$ cat src/rtl/mac_pkg.sv
// Shared widths, result payload and requantization helper for the MAC psum collector.
//   BW/BW_PSUM/BW_ACC/BW_OUT : default datapath widths
//   res_t                    : {sat, q} result payload stored in the result FIFO
//   sat_round()              : round-half-up, arithmetic shift, saturate to bw_out
package mac_pkg;

    localparam int unsigned BW      = 8;
    localparam int unsigned BW_PSUM = 2 * BW + 4;
    localparam int unsigned BW_ACC  = BW_PSUM + 8;
    localparam int unsigned BW_OUT  = 8;
    // Working width: accumulator plus headroom so the rounding add never wraps.
    localparam int unsigned SR_W    = BW_ACC + 32;

    typedef struct packed {
        logic                     sat;
        logic signed [BW_OUT-1:0] q;
    } res_t;

    // Rounds half toward +inf, shifts right arithmetically, clips to a signed bw_out range.
    function automatic res_t sat_round(input logic signed [SR_W-1:0] v,
                                       input logic        [4:0]      shift,
                                       input int unsigned            bw_out);
        logic signed [SR_W-1:0] rnd;
        logic signed [SR_W-1:0] hi;
        logic signed [SR_W-1:0] lo;
        res_t                   r;
        r   = '0;
        hi  = signed'((SR_W'(1) << (bw_out - 1)) - SR_W'(1));
        lo  = -hi - signed'(SR_W'(1));
        if (shift == 5'd0) begin
            rnd = v;
        end else begin
            rnd = (v + signed'(SR_W'(1) << (shift - 5'd1))) >>> shift;
        end
        if (rnd > hi) begin
            r.sat = 1'b1;
            r.q   = BW_OUT'(hi);
        end else if (rnd < lo) begin
            r.sat = 1'b1;
            r.q   = BW_OUT'(lo);
        end else begin
            r.q   = BW_OUT'(rnd);
        end
        return r;
    endfunction

endpackage

$ cat src/rtl/psum_result_fifo.sv
// Synchronous result FIFO; head entry is presented directly from the storage registers.
//   clk, rst          : clock, synchronous active-high reset
//   i_push, i_wdata   : write request and data (ignored when full unless popping)
//   i_pop             : remove head (ignored when empty)
//   o_rdata           : head entry
//   o_count           : number of stored entries
//   o_full, o_empty   : occupancy flags
module psum_result_fifo #(
    parameter int unsigned WIDTH = 9,
    parameter int unsigned DEPTH = 8
) (
    input  logic                       clk,
    input  logic                       rst,
    input  logic                       i_push,
    input  logic [WIDTH-1:0]           i_wdata,
    input  logic                       i_pop,
    output logic [WIDTH-1:0]           o_rdata,
    output logic [$clog2(DEPTH+1)-1:0] o_count,
    output logic                       o_full,
    output logic                       o_empty
);

    localparam int unsigned PTR_W = $clog2(DEPTH);
    localparam int unsigned CNT_W = $clog2(DEPTH + 1);

    logic [WIDTH-1:0] r_mem [DEPTH];
    logic [PTR_W-1:0] r_wr_ptr;
    logic [PTR_W-1:0] r_rd_ptr;
    logic [CNT_W-1:0] r_count;
    logic             w_do_push;
    logic             w_do_pop;

    assign o_full    = (r_count == CNT_W'(DEPTH));
    assign o_empty   = (r_count == '0);
    assign w_do_pop  = i_pop & ~o_empty;
    // At full, a concurrent pop frees the slot the write pointer is aimed at.
    assign w_do_push = i_push & (~o_full | w_do_pop);
    assign o_rdata   = r_mem[r_rd_ptr];
    assign o_count   = r_count;

    // Storage, power-of-two pointers wrap naturally.
    always_ff @(posedge clk) begin
        if (rst) begin
            r_mem    <= '{default: '0};
            r_wr_ptr <= '0;
            r_rd_ptr <= '0;
            r_count  <= '0;
        end else begin
            if (w_do_push) begin
                r_mem[r_wr_ptr] <= i_wdata;
                r_wr_ptr        <= r_wr_ptr + PTR_W'(1);
            end
            if (w_do_pop) begin
                r_rd_ptr <= r_rd_ptr + PTR_W'(1);
            end
            if (w_do_push && !w_do_pop) begin
                r_count <= r_count + CNT_W'(1);
            end else if (!w_do_push && w_do_pop) begin
                r_count <= r_count - CNT_W'(1);
            end
        end
    end

endmodule

$ cat src/rtl/mac_psum_collector.sv
// Collects MAC partial sums, accumulates one dot product, requantizes and queues results.
//   clk, rst                      : clock, synchronous active-high reset
//   psum_in, in_valid, in_last    : MAC chunk stream (in_last marks final chunk)
//   cfg_shift                     : requant right shift, static while results are pending
//   issue_ready                   : credit to issue a last chunk into the MAC this cycle
//   out_data, out_sat, out_valid  : head result, its saturation flag, FIFO non-empty
//   out_ready                     : consumer accepts the head
//   overflow_err                  : sticky, a result was dropped on a full FIFO
module mac_psum_collector
    import mac_pkg::*;
#(
    parameter int unsigned bw      = BW,
    parameter int unsigned bw_psum = 2 * bw + 4,
    parameter int unsigned bw_acc  = bw_psum + 8,
    parameter int unsigned bw_out  = BW_OUT,
    parameter int unsigned DEPTH   = 8
) (
    input  logic                      clk,
    input  logic                      rst,
    input  logic signed [bw_psum-1:0] psum_in,
    input  logic                      in_valid,
    input  logic                      in_last,
    input  logic        [4:0]         cfg_shift,
    output logic                      issue_ready,
    output logic signed [bw_out-1:0]  out_data,
    output logic                      out_sat,
    output logic                      out_valid,
    input  logic                      out_ready,
    output logic                      overflow_err
);

    localparam int unsigned CNT_W = $clog2(DEPTH + 1);
    localparam int unsigned RES_W = $bits(res_t);

    logic signed [bw_acc-1:0] r_acc;
    logic                     r_first;
    logic signed [bw_acc-1:0] r_val_a;
    logic                     r_valid_a;
    logic                     r_issue_ready;
    logic                     r_overflow;

    logic signed [bw_acc-1:0] w_psum_ext;
    logic signed [bw_acc-1:0] w_acc_next;
    res_t                     w_res;
    res_t                     w_head;
    logic [RES_W-1:0]         w_head_bits;
    logic                     w_push;
    logic                     w_push_ok;
    logic                     w_pop;
    logic                     w_drop;
    logic                     w_full;
    logic                     w_empty;
    logic [CNT_W-1:0]         w_count;
    logic [CNT_W-1:0]         w_count_next;
    logic                     w_issue_next;

    assign w_psum_ext = bw_acc'(psum_in);
    assign w_acc_next = r_first ? w_psum_ext : r_acc + w_psum_ext;

    // Stage B: requantize the stage A value and push it in the same cycle.
    assign w_res     = sat_round(SR_W'(r_val_a), cfg_shift, bw_out);
    assign w_push    = r_valid_a;
    assign w_pop     = out_ready & ~w_empty;
    assign w_push_ok = w_push & (~w_full | w_pop);
    assign w_drop    = w_push & ~w_push_ok;

    // Credit is precomputed from next-cycle occupancy so issue_ready can be a flop.
    // Slack of 3 covers the two MAC stages plus the issue cycle itself.
    assign w_count_next = w_count + CNT_W'(w_push_ok) - CNT_W'(w_pop);
    assign w_issue_next = ({1'b0, w_count_next} + (CNT_W + 1)'(in_valid & in_last))
                          <= (CNT_W + 1)'(DEPTH - 3);

    // Accumulator, stage A and status flops.
    always_ff @(posedge clk) begin
        if (rst) begin
            r_acc         <= '0;
            r_first       <= 1'b1;
            r_val_a       <= '0;
            r_valid_a     <= 1'b0;
            r_issue_ready <= 1'b1;
            r_overflow    <= 1'b0;
        end else begin
            if (in_valid) begin
                r_acc   <= w_acc_next;
                r_first <= in_last;
            end
            r_valid_a     <= in_valid & in_last;
            r_val_a       <= w_acc_next;
            r_issue_ready <= w_issue_next;
            if (w_drop) begin
                r_overflow <= 1'b1;
            end
        end
    end

    psum_result_fifo #(
        .WIDTH (RES_W),
        .DEPTH (DEPTH)
    ) u_fifo (
        .clk     (clk),
        .rst     (rst),
        .i_push  (w_push),
        .i_wdata (w_res),
        .i_pop   (w_pop),
        .o_rdata (w_head_bits),
        .o_count (w_count),
        .o_full  (w_full),
        .o_empty (w_empty)
    );

    assign w_head       = res_t'(w_head_bits);
    assign out_data     = w_head.q;
    assign out_sat      = w_head.sat;
    assign out_valid    = ~w_empty;
    assign issue_ready  = r_issue_ready;
    assign overflow_err = r_overflow;

endmodule

$ cat config.mk
export PLATFORM = sky130hd
export DESIGN_NAME = mac_psum_collector
export DESIGN_NICKNAME = d
export VERILOG_FILES = /design/src/rtl/mac_pkg.sv /design/src/rtl/psum_result_fifo.sv /design/src/rtl/mac_psum_collector.sv
export SDC_FILE = /design/constraint.sdc
export NUM_CORES = 1
export LEC_CHECK = 0
export ABC_AREA = 1
export BUFFER_PORTS_ARGS = -buffer_cell sky130_fd_sc_hd__buf_2
export CAP_MARGIN = 25
export CORE_ASPECT_RATIO = 0.9
export CORE_MARGIN = 2
export CORE_UTILIZATION = 30
export CTS_CLUSTER_DIAMETER = 150
export DETAILED_ROUTE_END_ITERATION = 8
export SLEW_MARGIN = 20
export SYNTH_ARGS = -nofsm -noshare
export SYNTH_HDL_FRONTEND = slang
export SYNTH_SLANG_ARGS = --single-unit
$ cat constraint.sdc
create_clock -name clk -period 17.8 [get_ports clk]
set_input_delay 3.56 -clock clk [delete_from_list [all_inputs] [get_ports clk]]
set_output_delay 3.56 -clock clk [all_outputs]
set_load 0.05 [all_outputs]
==> impl_metrics.py <==
metrics = {
    "setup_path": {
        "slowest_stage": "nand3_4",
        "rr_endpoint": "u_fifo.r_mem[49]",
        "worst_setup_path_start_kind": "input pin",
        "worstPathRequired_ns": 18.13,
        "critical_path_peak_fanout": 64,
        "r2r_cells": 20,
        "rrSetupSlack_ns": 13.17,
        "worst_path_most_repeated_cell": "nand2_1",
        "endpoint_kind": "flip-flop",
        "max_stage_delay_ns": 0.57,
        "crit_type": "input pin to flip-flop",
        "rr_startpoint": "r_val_a[27]",
        "cp_data_arrival_time_ns": 10.13,
    },
    "status": {
        "outcome": "finished, final reports clean",
    },
    "floorplanning": {
        "die-area_sq_mm": 0.0498,
        "fp.dieH_um": 212,
        "fp.dieW_um": 235,
        "start_util_pct": 30.3,
        "rows": 76,
        "fp.coreArea_sq_mm": 0.0476,
        "ios": 42,
    },
    "timing": {
        "finalSetupViolCount": 0,
        "skew_ns": 0.0108,
        "hold_viol": 0,
        "fmax_mhz": 102,
        "finalCritPeriodShare_pct": 55.1,
        "max_slew_margin_pct": 32.4,
        "worst_pin_slew_ns": 1.01,
        "final.setup.worst_slack_ns": 8.00,
        "final.setup.tns_ns": 0,
        "fin_crit_ns": 9.80,
        "rsz0062_at_grt": "no",
        "finalMaxSlewViolations": 0,
    },
    "layout": {
        "area_growth_pct": 8.71,
        "instances_no_fill": 3195,
        "fillers": 5380,
        "antenna_cells": 0,
        "drive_above_1_share_pct": 6.11,
        "final_core_util_pct": 32.9,
        "nets": 2666,
    },
    "yosys": {
        "syn_inst": 2582,
        "synth_cell_type_count": 44,
        "ys_ff_latch": 142,
        "synth_edf_count": 0,
        "yosys_warnings": 0,
        "ys_seq_area_share_pct": 19.7,
        "avgSynthCellArea_sq_um": 5.58,
        "synthesis.area_sq_mm": 0.0144,
        "async_flop_share_pct": 0,
        "ys.flop_type": "dfxtp_1",
        "syn_nets": 2690,
    },
    "job": {
        "cap_violations": 0,
    },
    "place": {
        "dp_slack_ns": 7.79,
        "dpl.cell_count": 3162,
        "routabilityCongestion": 0.987,
        "port-buffer-count": 41,
        "hpwl_mm": 36.5,
    },
    "routing": {
        "antenna_left": 0,
        "wl_per_cell_um": 14.9,
        "drc": 0,
        "wirelength_mm": 47.7,
        "vias": 16100,
        "vias_per_cell": 5.03,
        "drt-pass1-iter-count": 6,
        "drt_iter0_drc": 1855,
    },
    "power_and_ir_drop": {
        "p_leak_nw": 8.46,
        "finalPower_mw": 1.20,
        "power.density_mw_per_mm2": 76.8,
        "max-vdd-ir-drop_mv": 0.104,
    },
    "worst_hold_path": {
        "hp-start": "overflow_err",
        "whs_endpoint": "overflow_err",
        "hold_path_class": "flip-flop to flip-flop",
        "whs_path_depth": 2,
    },
    "clocking": {
        "cts_sinks": 142,
        "clk_latency_ns": 0.42,
        "cts_made_buffers": 17,
        "clock-root-buffer": "clkbuf_16",
        "cts.hold.buffers_added": 0,
        "ctsLongestPathBuffers": 2,
        "htreeDepth": 4,
        "post_cts_buffers": 0,
        "cts_tree": "built",
        "cts_resized": 0,
        "clk_pin_slew_worst_paths_ns": 0.07,
    },
    "global_routing": {
        "busiest_layer": "met2",
        "grt_use_met1_pct": 27.0,
        "antenna_found_initial": 0,
        "grt_max_degree": 65,
        "grt_util_met3_pct": 2.70,
        "track_usage_pct": 18.7,
        "grt_use_met2_pct": 29.0,
        "grt_pass1_vias": 14300,
        "grt_pass1_wl_mm": 75.6,
        "grt_overflow": 0,
    },
}
-- cell families (layout without fill, tap and decap cells) --
| logic type | after synthesis | count (layout) | share of synthesized area, % |
|---|---|---|---|
| and+or+nand+nor | 1488 | 1488 | 44.8 |
| buffers and inverters | 510 | 499 | 13.8 |
| AOI/OAI and AO/OA | 353 | 353 | 14.1 |
| DFF | 142 | 142 | 19.7 |
| adders and majority gates | 78 | 78 | 6.98 |
| xor gates and xnor gates | 10 | 10 | 0.607 |
| muxes | 1 | 1 | 0.0694 |
-- layer usage --
metal | vias up | part of all wire, %
li1 | 8255 | -
met1 | 7194 | 49
met2 | 549 | 42
met3 | 59 | 7.4
met4 | 0 | 2.0
met5 | - | 0
-- registers in the layout, summed over array words and instances (netlist names) --
name / cells
r_val_a: 28
r_first: 1
issue_ready: 1
r_valid_a: 1
u_fifo.r_rd_ptr: 3
r_acc: 28
u_fifo.r_wr_ptr: 3
u_fifo.r_mem: 72
overflow_err: 1
u_fifo.o_count: 4
-- stage by stage --
step,hold WS [ns],cell area (sq um)
after floorplan,0.453,14400
after global placement,0.446,15100
after detailed placement,0.443,15100
after CTS,0.454,15700
after global routing,0.478,15700
final,0.451,15700
-- how the worst max path moves through the flow --
stage                            start                to  slack [ns]  depth (start not counted)
final                     cfg_shift[4]  u_fifo.r_mem[49]        8.00                         35
after global routing      cfg_shift[4]  u_fifo.r_mem[29]        7.44                         35
after CTS                 cfg_shift[4]  u_fifo.r_mem[49]        8.23                         35
after detailed placement  cfg_shift[4]  u_fifo.r_mem[49]        7.79                         35
after global placement    cfg_shift[4]  u_fifo.r_mem[64]        7.84                         38
after floorplan           cfg_shift[0]  u_fifo.r_mem[62]        9.50                         40
-- cells in the final DEF, fill, tap and decap left out, drive strengths merged, types with 18 or more instances in the layout --
master and n:
a21oi 165, buf 59, clkinv 19, dfxtp 142
ha 74, inv 403, nand2 759, nand3 460
nand4 18, nor2 219, o211ai 36, o21a 34
o21ai 80
-- area by class of cell --
type	count	area (sq um)	share of cell area, %
Clock buffer	17	425	2.71
Clock inverter	15	151	0.966
Inverter	408	1530	9.77
Multi-Input combinational cell	1930	9590	61.2
Sequential cell	142	2840	18.1
Tap cell	624	781	4.98
Timing Repair Buffer	59	348	2.22
-- worst max-delay path: cells and delay by family --
| family | cells | cell delay, ns |
|---|---|---|
| compound gates | 1 | 0.23 |
| fa+ha+maj | 2 | 0.67 |
| buf+inv | 8 | 1.71 |
| simple gates | 24 | 3.90 |
-- power by group --
group | leakage [nW] | internal (mW) | switching [mW] | total, mW
logic | 7.01 | 0.152 | 0.339 | 0.491
registers | 1.16 | 0.339 | 0.0264 | 0.365
clock network | 0.288 | 0.197 | 0.152 | 0.349
total | 8.46 | 0.687 | 0.517 | 1.20
-- cell usage after synthesis (11+ instances only) --
cell type | n | area (sq um)
clkbuf_1 | 65 | 244
nor2_1 | 213 | 800
ha_1 | 74 | 926
dfxtp_1 | 142 | 2840
or2_2 | 14 | 87.6
clkinv_1 | 11 | 41.3
o211ai_1 | 36 | 270
o21ai_0 | 80 | 400
nand3_2 | 18 | 180
o21a_1 | 34 | 255
inv_1 | 387 | 1450
nand3_1 | 441 | 2210
buf_1 | 17 | 63.8
a21oi_1 | 163 | 816
buf_2 | 13 | 65.1
nand4_1 | 18 | 113
nand2_1 | 747 | 2800
a31oi_1 | 14 | 87.6
Power figures use the tool's default switching activity.
